`src/rtl/if_stage.sv`:
```
// Instruction fetch stage: PC, imem address, IF/ID register, redirect/stall/halt handling.
// Optional exception redirect and EPC register enabled by defining IFSTAGE_EXC_EN.
module if_stage #(
    parameter logic [15:0] RESET_PC   = 16'h0000,
    parameter logic [15:0] EXC_VECTOR = 16'h0010,
    parameter logic [15:0] NOP_INST   = 16'h0000
) (
    input  logic        clk,
    input  logic        rst,
    output logic [15:0] imem_addr,
    input  logic [15:0] imem_data,
    input  logic        wr_pc,
    input  logic        ifid_write,
    input  logic        br_taken,
    input  logic [15:0] br_target,
    input  logic        halt,
    input  logic        exc,
    input  logic [15:0] exc_pc,
    output logic [15:0] ifid_inst,
    output logic [15:0] ifid_pc_next,
    output logic        ifid_valid,
    output logic        halted,
    output logic [15:0] epc
);

    localparam int unsigned W = 16;

    typedef enum logic {RUN, HALT} state_t;

    state_t         state, state_d;
    logic [W-1:0]   pc, pc_d, pc_plus2;
    logic [W-1:0]   inst_d, pcn_d;
    logic           valid_d;

    assign pc_plus2  = pc + W'(2);
    assign imem_addr = pc;
    assign halted    = (state == HALT);

`ifdef IFSTAGE_EXC_EN
    logic [W-1:0] epc_q, epc_d;
    assign epc = epc_q;
`else
    logic unused_exc;
    assign unused_exc = ^{exc, exc_pc, EXC_VECTOR};
    assign epc = '0;
`endif

    // Next-state: exception > halt > taken branch > independent PC / IF/ID stalls > fetch
    always_comb begin
        state_d = state;
        pc_d    = pc;
        inst_d  = ifid_inst;
        pcn_d   = ifid_pc_next;
        valid_d = ifid_valid;
`ifdef IFSTAGE_EXC_EN
        epc_d   = epc_q;
`endif
        if (state == RUN) begin
`ifdef IFSTAGE_EXC_EN
            if (exc) begin
                pc_d    = EXC_VECTOR;
                epc_d   = exc_pc;
                inst_d  = NOP_INST;
                pcn_d   = '0;
                valid_d = 1'b0;
            end else
`endif
            if (halt) begin
                state_d = HALT;
                inst_d  = NOP_INST;
                pcn_d   = '0;
                valid_d = 1'b0;
            end else if (br_taken && wr_pc) begin
                pc_d    = br_target;
                inst_d  = NOP_INST;
                pcn_d   = '0;
                valid_d = 1'b0;
            end else begin
                if (wr_pc) begin
                    pc_d = pc_plus2;
                end
                if (ifid_write) begin
                    inst_d  = imem_data;
                    pcn_d   = pc_plus2;
                    valid_d = 1'b1;
                end
            end
        end
    end

    always_ff @(posedge clk or negedge rst) begin
        if (!rst) begin
            state        <= RUN;
            pc           <= RESET_PC;
            ifid_inst    <= NOP_INST;
            ifid_pc_next <= '0;
            ifid_valid   <= 1'b0;
        end else begin
            state        <= state_d;
            pc           <= pc_d;
            ifid_inst    <= inst_d;
            ifid_pc_next <= pcn_d;
            ifid_valid   <= valid_d;
        end
    end

`ifdef IFSTAGE_EXC_EN
    always_ff @(posedge clk or negedge rst) begin
        if (!rst) begin
            epc_q <= '0;
        end else begin
            epc_q <= epc_d;
        end
    end
`endif

endmodule

```
`config.mk`:
```
export PLATFORM = sky130hd
export DESIGN_NAME = if_stage
export DESIGN_NICKNAME = d
export VERILOG_FILES = /design/src/rtl/if_stage.sv
export SDC_FILE = /design/constraint.sdc
export NUM_CORES = 1
export LEC_CHECK = 0
export CAP_MARGIN = 20
export CORE_MARGIN = 2
export CORE_UTILIZATION = 40
export CTS_CLUSTER_DIAMETER = 100
export CTS_CLUSTER_SIZE = 10
export DETAILED_ROUTE_END_ITERATION = 7
export PLACE_DENSITY = 0.77
export SLEW_MARGIN = 10
export SYNTH_ARGS = -nofsm -noshare
export SYNTH_HDL_FRONTEND = slang
export SYNTH_SLANG_ARGS = --single-unit
```
`constraint.sdc`:
```
create_clock -name clk -period 2.05 [get_ports clk]
set_clock_uncertainty 0.1 [all_clocks]
set_input_delay 0.205 -clock clk [delete_from_list [all_inputs] [get_ports clk]]
set_output_delay 0.205 -clock clk [all_outputs]
set_load 0.02 [all_outputs]
```
== Yosys cells after proc, flatten, opt, wreduce, memory -nomap -nowiden ==
Index checks and enable logic that the tools add are counted.
Word-level totals
  bits in registers: 50
  bits of input ports: 55
  latch bits: 0
  memories: 0
  logic and storage cells: 26
  ROM bits: 0
  RAM bits: 0
Operators by class
  $mul: 0
  muxes and demuxes: 13
  bitwise operators: 2
  reduce and logical (&&, ||, !) cells: 5
  shift-type cells: 0
  equal/unequal tests: 0
  $lt $le $gt $ge: 0
  divide/modulo/power cells: 0
  add/sub/neg operators: 1
Operators with widths (count)
  two-way mux 16 bit: 8
  adder 16 x 2 -> 16 bit, second input constant: 1
  two-way mux 1 bit: 5
  AND reduction 3 bit: 1
  nonzero test 3 bit: 1
  inverter 1 bit: 2
  AND reduction 2 bit: 1
  nonzero test 2 bit: 1
  logical AND 1 bit: 1

== Logic depth before layout (Yosys ltp) ==
Gate-level depths: netlist (run 1).
  depth in word-level cells: 4
  gate-level depth with buffers: 6
  gate-level depth less buffers: 5

== Least setup slack after synthesis (run 1) ==
Ideal clock, no wire load.
  path type: register to register
  from: reg pc[2], in the netlist imem_addr[2]
  to: reg ifid_pc_next[15]
  setup slack: 0.135 ns
  arrival time: 1.694 ns
  setup time: 0.121 ns
  stages on the path, launching flop included: 6
  data required time: 1.829 ns
  clock period less this slack: 1.915 ns
  path buffers: 0
  cell sequence: dfrtp_1 -> ha_1 -> nand3_1 -> nor4_1 -> xor2_1 -> a22o_1
On the way
  longest elaborated chain between the ends: 4
RTL lines
  from (decl): RTL line 31  | logic [W-1:0] pc, pc_d, pc_plus2;
  from (signal assigned): RTL line 100  | pc <= pc_d;
  adder 16 x 2 -> 16 bit: RTL line 35  | assign pc_plus2 = pc + W'(2);
  two-way mux 16 bit: RTL line 82  | if (ifid_write) begin
  two-way mux 16 bit: RTL line 73  | end else if (br_taken && wr_pc) begin
  two-way mux 16 bit: RTL line 68  | if (halt) begin
  to (signal assigned): RTL line 102  | ifid_pc_next <= pcn_d;
  to (decl): RTL line 20  | output logic [15:0] ifid_pc_next,
No other way between the ends. The select of a mux whose other input is x is not followed.
A chain may end at the register's enable or synchronous reset.

== Worst setup path after layout (run 1) ==
  from: reg pc[2], in the netlist imem_addr[2]
  to: reg pc[7], in the netlist imem_addr[7]
On the way
  longest elaborated chain between the ends: 3
RTL lines
  adder 16 x 2 -> 16 bit: RTL line 35
  two-way mux 16 bit: RTL line 79  | if (wr_pc) begin
  two-way mux 16 bit: RTL line 73
No other way between the ends. The select of a mux whose other input is x is not followed.

==> summary.md, run 1 <==
| Metric | Value |
|---|---|
| Status | finished, final reports clean |
| Flop and latch count out of synthesis | 50 |
| DRC Markers | 0 |
| Crit-path cells | ha_1 > nand3_1 > buf_4 > nor2_1 > a31oi_1 > o22a_1 |
| Area grow syn2layout | 45.8% |
| Die X | between 80 and 90 um |
| Synth warnings | 0 |
| Final period utilization | 0.930 |
| Worst-margin pin slew | around 0.63 ns |
| Post-Synthesis Cells | 229 |
| Max Cap Viol | 0 |
| CTS tree | built |
| PD cells | 682 mW/mm^2 |
| Vias in the first global route | about 2000 |
| # port buffers | a little under 90 |
| Clock sink count | 50 |
| Slew HR | 0.578 |
| Proportion of layout cells with a drive suffix above 1 | 0.104 |
| Gr usage total | 0.194 |
| # diodes | 0 |
| CTS root buffer | clkbuf_8 |
| Crit-path slowest cell | dfrtp_1 |
| Design area | approximately 0.0036 sq mm |
| Placed Area | roughly 0.0034 sq mm |
| CP Max Fanout | 6 |
| TNS Setup | 0 ns |
| Seq/Total Area, Yosys | 0.512 |
| Max-slew violations | 0 |
| Synth cell types | 40 |
| # resized after CTS | 0 |
| H-tree levels | 2 |
| # rows | 28 |
| CP peak stage delay | 0.44 ns |
| CP endpoint kind | register |
| Avg Inst Size Synth | between 10 and 15 sq um |
| Largest net degree at the start of global routing | 28 |
| Initial DRT Pass Iterations | 4 |
| Area contributors post-synth | dfrtp_1 (51%), a22o_1 (11%), buf_4 (5.5%) |
| First-pass GRT wire length | 9870 um |
| Num ports | about 120 |
| Final setup fails | 0 |
| Req. time, crit path | roughly 2.2 ns |
| Vias | around 2100 |
| Cell Area, Synth | 0.00245 sq mm |
| Synth top area share | 0.512 |
| Final hold viol count | 0 |
| Detail Placement HPWL | roughly 4500 um |
| Total die area | roughly 0.0068 sq mm |
| Total grt overflow | 0 |
| Reg power frac | 0.450 |
| Via density | 5.23 |
| Max Clk Rate | around 520 MHz |
| Hold buffers post-CTS | 1 |
| Worst skew pair latency | 0.31 ns |
| Clock power share | 0.354 |
| Switch share | 0.256 |
| CP Launch Type | register |
| Num CTS Buffers | 5 |
| Tmin final | ~1.9 ns |
| # Post-CTS Setup Buffers | 0 |
| Kind of critical path | register to register |
| Wire per inst | 15.8 um |
| Final #Nets | 381 |
| Placer congestion estimate | around 0.77 |
| Combinational share of power | 0.196 |
| Clock Pin Slew Worst Setup and Hold Paths | approximately 0.09 ns |
| Lkg Pwr | between 1.5 and 2 nW |
| Die H | about 82 um |
| Max clock buf depth | 2 |
| Yosys top cell by area | dfrtp_1 |
| Core area | between 0.005 and 0.006 sq mm |
| Final WL | 6340 um |
| Initial Util | 0.413 |
| VDD IR max | ~0.31 mV |
| Sw Pwr | about 0.62 mW |
| First-iteration detailed-routing DRC count | between 70 and 80 |
| Initial antenna violation count | 0 |
| Worst Hold Class | primary input to async pin |
| Internal power | roughly 1.8 mW |
| RSZ-0062 raised after global routing | false |
| Critical Path AT | 2.01 ns |
| Detail Route Antenna Nets | 0 |
-- registers in the layout, summed over array words and instances (netlist names) --
signal and count:
ifid_inst 16, ifid_pc_next 16, imem_addr 16, halted 1, ifid_valid 1
-- cell type report --
class | instances | area, sq um
Sequential cell | 50 | 1250
Timing Repair Buffer | 108 | 1030
Multi-Input combinational cell | 154 | 1030
Clock inverter | 2 | 60.1
Fill cell | 509 | 2350
Clock buffer | 6 | 82.6
Inverter | 6 | 22.5
Tap cell | 75 | 93.8
-- power by group through the flow --
stage	registers, mW	clock network, mW	logic (mW)
5_1_grt	1.10	0.912	0.512
6_report	1.10	0.861	0.477
3_5_place_dp	1.11	0	0.478
3_3_place_gp	1.11	0	0.468
2_1_floorplan	1.18	0	0.166
4_1_cts	1.09	0.864	0.481
-- critical path, delay by kind of cell, from the launching register on --
family,cells,cell delay (ns)
adder cells (fa/ha/maj),1,0.26
flip-flops,1,0.44
AO/OA/AOI/OAI,2,0.32
buffers and inverters,1,0.22
AND/OR/NAND/NOR,2,0.45
-- layout by cell type, fill, tap and decap left out, drive strengths merged, types with 3 or more instances in the layout --
| master | netlist | routed |
|---|---|---|
| a21oi | 11 | 11 |
| a22o | 32 | 32 |
| a2bb2oi | 4 | 4 |
| a31oi | 4 | 4 |
| buf | 22 | 21 |
| clkbuf | 12 | 6 |
| clkdlybuf4s50 | 0 | 86 |
| conb | 1 | 16 |
| dfrtp | 50 | 50 |
| inv | 6 | 6 |
| nand2 | 11 | 11 |
| nand3 | 6 | 6 |
| nand4 | 3 | 3 |
| nor2 | 10 | 10 |
| nor3 | 4 | 4 |
| nor3b | 3 | 3 |
| o21a | 3 | 3 |
| o21ai | 8 | 8 |
| o22a | 3 | 3 |
| o22ai | 5 | 5 |
| xnor2 | 7 | 7 |
| xor2 | 6 | 6 |
-- cells in the mapped netlist --
cell	n
a21o_1	2
a21oi_1	10
a21oi_2	1
a22o_1	32
a2bb2oi_1	4
a31oi_1	4
a32oi_1	1
and3_1	2
and4_1	1
buf_1	2
buf_2	2
buf_4	18
clkbuf_1	12
conb_1	1
dfrtp_1	50
ha_1	1
inv_1	6
mux2_2	1
mux2i_1	1
nand2_1	11
nand3_1	6
nand3b_1	1
nand4_1	2
nand4_4	1
nor2_1	10
nor3_1	4
nor3b_1	3
nor4_1	2
o211ai_1	1
o21a_1	3
o21ai_0	8
o22a_1	3
o22ai_1	5
o2bb2ai_1	1
or3_1	1
or3b_1	1
or3b_2	1
or4b_4	1
xnor2_1	7
xor2_1	6
-- logic make-up after synthesis --
group / count (synthesis) / share of synthesized area
AOI/OAI and AO/OA: 75 / 0.229
DFF: 50 / 0.512
other: 1 / 0.00153
xor gates and xnor gates: 13 / 0.0465
and+or+nand+nor: 47 / 0.108
muxes: 2 / 0.00870
adders and majority gates: 1 / 0.00511
buffers and inverters: 40 / 0.0900
-- final timing paths --
check | startpoint | endpoint | slack (ns) | cells after the start
setup / recovery | imem_addr[2]$_DFFE_PN0P_ | imem_addr[7]$_DFFE_PN0P_ | 0.14 | 6
hold / removal | rst | ifid_pc_next[11]$_DFFE_PN0P_ | 0.35 | 2
setup reg to reg | imem_addr[2]$_DFFE_PN0P_ | imem_addr[7]$_DFFE_PN0P_ | 0.14 | 6
hold reg to reg | ifid_inst[11]$_DFFE_PN0P_ | ifid_inst[11]$_DFFE_PN0P_ | 0.40 | 1
max in group asynchronous | rst | ifid_inst[11]$_DFFE_PN0P_ | 0.88 | 3
min in group clk | imem_data[8] | ifid_inst[8]$_DFFE_PN0P_ | 0.40 | 2
-- metrics by stage --
stage	cells	util	hold slack, ns	total power, mW	worst slack [ns]
after floorplan	244	-	-0.191	1.35	0.135
after global placement	392	0.577	0.159	1.58	0.187
after detailed placement	392	0.577	0.169	1.59	0.122
after CTS	401	0.602	0.381	2.44	0.170
after global routing	401	0.602	0.392	2.53	0.0474
final	401	0.602	0.346	2.43	0.143
-- metal layers --
layer | vias to the layer above | track usage | share of wire
li1 | 991 | - | -
met1 | 1026 | 0.250 | 0.45
met2 | 72 | 0.319 | 0.47
met3 | 9 | 0.0457 | 0.053
met4 | 0 | 0.0683 | 0.020
met5 | - | 0 | 0
Note: power is estimated with default switching activity, not from simulation.
==> inputs of run 2 (changes only) <==
- CORE_UTILIZATION: 40 -> 43
- PLACE_DENSITY: 0.77 -> 0.82
- clock period: 2.05 -> 2.2 ns (I/O delays scaled with it)
==> run 2 against run 1 <==
Compared with the run above:
- routed wire length fell by 2.0%
- die area fell by 6.6%
- final cell count fell by 2.0%
- via count increased by 0.19%
- combinational power shrank 11%
- global-route usage is 0.93 points higher
- flip-flop and latch count stayed put
- fmax decreased by 1.8%
- hold slack better by 0.032 ns
- register-to-register slack better by 0.12 ns
- setup slack improved by 0.12 ns
- non-clock buffer count shrank 5
- critical path type unchanged
- largest power group unchanged
- highest routed layer unchanged
==> summary.md, run 2 (synthesis results as in run 1) <==
| Metric | Value |
|---|---|
| Status | finished, final reports clean |
| VDD IR max | roughly 0.28 mV |
| Initial DRT Pass Iterations | 4 |
| Layout Cells excl Fill | between 300 and 400 |
| CP Max Fanout | 6 |
| Reg2Reg Depth | 5 |
| Kind of critical path | register to register |
| Commonest non-fill, non-tap cell in the layout | clkdlybuf4s50_1 |
| # resized after CTS | 0 |
| Core area | about 0.0055 sq mm |
| Max clock buf depth | 2 |
| Final hold viol count | 0 |
| Die X | between 70 and 80 um |
| TNS Setup | 0 ns |
| Hold buffers post-CTS | 1 |
| CTS tree | built |
| Total die area | around 0.0063 sq mm |
| Lkg Pwr | 1.52 nW |
| # port buffers | 87 |
| Detail Placement HPWL | about 4400 um |
| CP peak stage delay | 0.46 ns |
| Final cell utilization of the core | 0.632 |
| Slew HR | 0.549 |
| CP Launch Type | register |
| Placer congestion estimate | approximately 0.83 |
| Initial antenna violation count | 0 |
| Worst path depth | 5 |
| Worst setup margin | 0.259 ns |
| Largest net degree at the start of global routing | 31 |
| Final setup fails | 0 |
| Crit-path cells | ha_1 > nand3_1 > or3_1 > xnor2_1 > a22o_1 |
| Final period utilization | 0.882 |
| Worst Setup Slack post-DPL | between 0.2 and 0.3 ns |
| Max Cap Viol | 0 |
| Filler Cells Inserted | ~450 |
| Worst Hold Class | primary input to async pin |
| DRC Markers | 0 |
| Crit path max-delay family | simple AND/OR/NAND/NOR gates |
| Area grow syn2layout | 42.4% |
| CP endpoint kind | register |
| Clock sink count | 50 |
| First-iteration detailed-routing DRC count | around 120 |
| H-tree levels | 2 |
| # Post-CTS Setup Buffers | 0 |
| Crit-path slowest cell | dfrtp_1 |
| Via density | between 5 and 6 |
| Gr usage total | 0.204 |
| Num ports | around 120 |
| # rows | 27 |
| Worst-margin pin slew | 0.676 ns |
| # diodes | 0 |
| CTS root buffer | clkbuf_8 |
| Most frequent cells in the layout | clkdlybuf4s50_1 (86), dfrtp_1 (50), a22o_1 (32) |
| Proportion of layout cells with a drive suffix above 1 | 0.0903 |
| Clock Pin Slew Worst Setup and Hold Paths | 0.10 ns |
| Max-slew violations | 0 |
| Tmin final | 1.94 ns |
| Critical Path AT | about 2 ns |
| Total grt overflow | 0 |
| DP Cell Count | between 300 and 400 |
| Req. time, crit path | roughly 2.3 ns |
| Vias | ~2100 |
| Final #Nets | approximately 380 |
| Num CTS Buffers | 5 |
| PD cells | 584 mW/mm^2 |
| Die H | a little under 80 um |
| RSZ-0062 raised after global routing | false |
| Worst skew pair latency | 0.31 ns |
| Detail Route Antenna Nets | 0 |
| Max Clk Rate | 515 MHz |
| Initial Util | 0.444 |
| Crit path buf inv count | 0 |
| Final WL | roughly 6200 um |
| First-pass GRT wire length | roughly 10000 um |
| Wire per inst | between 15 and 20 um |
| Hold_ws | between 0.3 and 0.4 ns |
| Vias in the first global route | 2028 |
run 2: cell types whose count changed in the layout (fill, tap and decap cells not counted), sizes merged:
cell / previous run / this run
buf: 21 / 16
bufinv: 2 / 0
clkinvlp: 0 / 1
inv: 6 / 7
run 2: worst paths after layout:
check	from	endpoint	slack, ns
max in group asynchronous	rst	ifid_inst[9]$_DFFE_PN0P_	1.00
worst max-delay path	imem_addr[2]$_DFFE_PN0P_	ifid_pc_next[13]$_DFFE_PN0P_	0.26
worst min register to register	ifid_valid$_DFFE_PN0P_	ifid_valid$_DFFE_PN0P_	0.40
worst min-delay path	rst	ifid_pc_next[11]$_DFFE_PN0P_	0.38
worst max register to register	imem_addr[2]$_DFFE_PN0P_	ifid_pc_next[13]$_DFFE_PN0P_	0.26
min in group clk	ifid_valid$_DFFE_PN0P_	ifid_valid$_DFFE_PN0P_	0.40
run 2: power by group:
group          switching, mW  total, mW  internal [mW]
Combinational          0.205      0.425          0.221
Sequential            0.0568       1.03          0.972
Clock                  0.321      0.580          0.259
run 2: final cells by class:
cell class	count	area, sq um	area share
repair buffers	103	988	0.284
clock buffers	6	82.6	0.0237
flip-flops and latches	50	1250	0.359
inverters	6	22.5	0.00647
well taps	72	90.1	0.0259
multi-input cells	154	1030	0.296
clock inverters	2	16.3	0.00467
run 2: stage by stage:
step / power, mW / area [sq um]
after CTS: 2.05 / 3480
after detailed placement: 1.47 / 3370
after global routing: 2.13 / 3480
final: 2.03 / 3480
after floorplan: 1.26 / 2500
after global placement: 1.46 / 3370
run 2: layer usage:
metal	GRT usage	share of wire	vias up
met2	0.326	0.49	64
met3	0.0328	0.047	5
met5	0	0	-
met4	0.0759	0.011	0
met1	0.279	0.45	1053
li1	-	-	980
==> inputs of run 3 (changes only) <==
- clock period: 2.2 -> 2.4 ns (I/O delays scaled with it)
==> run 3 against run 2 <==
Compared with the run above:
- via count shrank 2.8%
- final cell count shrank 1.3%
- power shrank 9.1%
- fmax shrank 7.0%
- largest power group unchanged
- critical path depth is the same
- flip-flop and latch count is the same
- sequential power shrank 8%
==> summary.md, run 3 (synthesis results as in run 1) <==
| Metric | Value |
|---|---|
| Status | finished, final reports clean |
| # Post-CTS Setup Buffers | 0 |
| Via density | between 5 and 6 |
| Final cell utilization of the core | 0.626 |
| Filler Cells Inserted | roughly 460 |
| PD cells | between 500 and 600 mW/mm^2 |
| Die H | roughly 79 um |
| Largest net degree at the start of global routing | 23 |
| Num ports | between 100 and 150 |
| Register Area | 0.00125 sq mm |
| # port buffers | 87 |
| Total die area | about 0.0063 sq mm |
| Placer congestion estimate | 0.813 |
| CP endpoint kind | register |
| First-pass GRT wire length | between 9000 and 10000 um |
| Worst skew pair latency | about 0.30 ns |
| Tmin final | between 2 and 2.5 ns |
| Commonest non-fill, non-tap cell in the layout | clkdlybuf4s50_1 |
| Num CTS Buffers | 5 |
| Gr usage total | 0.200 |
| Clock Pin Slew Worst Setup and Hold Paths | roughly 0.09 ns |
| Req. time, crit path | around 2.5 ns |
| # diodes | 0 |
| # rows | 27 |
| Internal power | around 1.3 mW |
| CP Launch Type | register |
| Vias in the first global route | 2011 |
| Area grow syn2layout | 40.8% |
| Worst Setup SP | imem_addr[1]$_DFFE_PN0P_ |
| Initial DRT Pass Iterations | 6 |
| Core area | ~0.0055 sq mm |
| CTS root buffer | clkbuf_8 |
| Worst Setup Slack post-DPL | ~0.34 ns |
| Max clock buf depth | 2 |
| Max-slew violations | 0 |
| Reg2Reg Depth | 5 |
| Max Clk Rate | about 480 MHz |
| TNS Setup | 0 ns |
| Final hold viol count | 0 |
| Total power | ~1.8 mW |
| Most frequent cells in the layout | clkdlybuf4s50_1 (86), dfrtp_1 (50), a22o_1 (32) |
| Detail Placement HPWL | around 4500 um |
| Initial antenna violation count | 0 |
| Layout Cells excl Fill | about 390 |
| Die X | about 80 um |
| Multi-input logic area | approximately 0.0010 sq mm |
| Initial Util | 0.444 |
| Critical Path AT | 2.18 ns |
| Critical R2R Launch | imem_addr[1]$_DFFE_PN0P_ |
| Proportion of layout cells with a drive suffix above 1 | 0.0759 |
| DP Cell Count | between 300 and 400 |
| Reg power frac | 0.513 |
| Total grt overflow | 0 |
| Kind of critical path | register to register |
| Wire per inst | approximately 16 um |
| Worst setup margin | between 0.3 and 0.4 ns |
| Detail Route Antenna Nets | 0 |
| Switch share | 0.283 |
| Max Cap Viol | 0 |
| H-tree levels | 2 |
| VDD IR max | 0.305 mV |
| Worst-margin pin slew | 0.544 ns |
| Final WL | a little over 6000 um |
| Vias | between 2000 and 2500 |
| Clock sink count | 50 |
| First-iteration detailed-routing DRC count | 137 |
| Sw Pwr | 0.523 mW |
| Clock power share | 0.283 |
| Lkg Pwr | roughly 1.5 nW |
| Combinational share of power | 0.204 |
| DRC Markers | 0 |
| Worst Hold Class | primary input to async pin |
| Slew HR | 0.634 |
| RSZ-0062 raised after global routing | false |
| Final #Nets | 371 |
| CTS tree | built |
| Final setup fails | 0 |
| Final period utilization | 0.869 |
| CP Max Fanout | 9 |
run 3: changes by cell type in the layout (fill, tap and decap cells not counted), sizes merged:
cell | before | now
buf | 16 | 11
run 3: final cells by class:
type                       instances  area share
clock buffer                       6      0.0240
clock inverter                     2     0.00472
inverter                           6     0.00654
multi-input combinational        154       0.299
sequential                        50       0.363
tap                               72      0.0262
timing repair buffer              98       0.276
run 3: power groups by stage:
stage	Clock (mW)	Combinational [mW]	Sequential, mW
CTS	0.536	0.381	0.948
detailed placement	0	0.378	0.964
finish	0.524	0.377	0.949
global placement	0	0.372	0.961
global route	0.579	0.404	0.958
floorplan	0	0.142	1.01
run 3: worst paths after layout:
path | slack, ns | end
worst max-delay path | 0.31 | ifid_pc_next[15]$_DFFE_PN0P_
worst min-delay path | 0.25 | ifid_pc_next[10]$_DFFE_PN0P_
worst max register to register | 0.31 | ifid_pc_next[15]$_DFFE_PN0P_
worst min register to register | 0.39 | ifid_valid$_DFFE_PN0P_
max in group asynchronous | 1.36 | ifid_pc_next[0]$_DFFE_PN0P_
min in group clk | 0.39 | ifid_valid$_DFFE_PN0P_
run 3: critical path: stages, from the launching register on:
cell and delay [ns]:
dfrtp_1 0.44, ha_1 0.24, nand3_1 0.31, nor4_1 0.58, xor2_1 0.13, a22o_1 0.20
run 3: layer usage:
| metal | GRT usage | wire length [um] |
|---|---|---|
| met5 | 0 | 0 |
| met4 | 0.0621 | 82 |
| met3 | 0.0339 | 311 |
| met2 | 0.329 | 3030 |
| met1 | 0.271 | 2770 |
run 3: through the flow:
stage	hold WS (ns)	area, sq um
5_1_grt	0.285	3440
3_5_place_dp	0.0475	3340
4_1_cts	0.271	3440
6_report	0.254	3440
2_1_floorplan	-0.156	2500
3_3_place_gp	0.0453	3340
run 3: timing repair:
| action | CTS | global route |
|---|---|---|
| endpoints found under the setup margin | 0 | 0 |
| hold endpoints to repair | 11 | 0 |
| hold buffers | 1 | 0 |
| resized for setup | 0 | 0 |
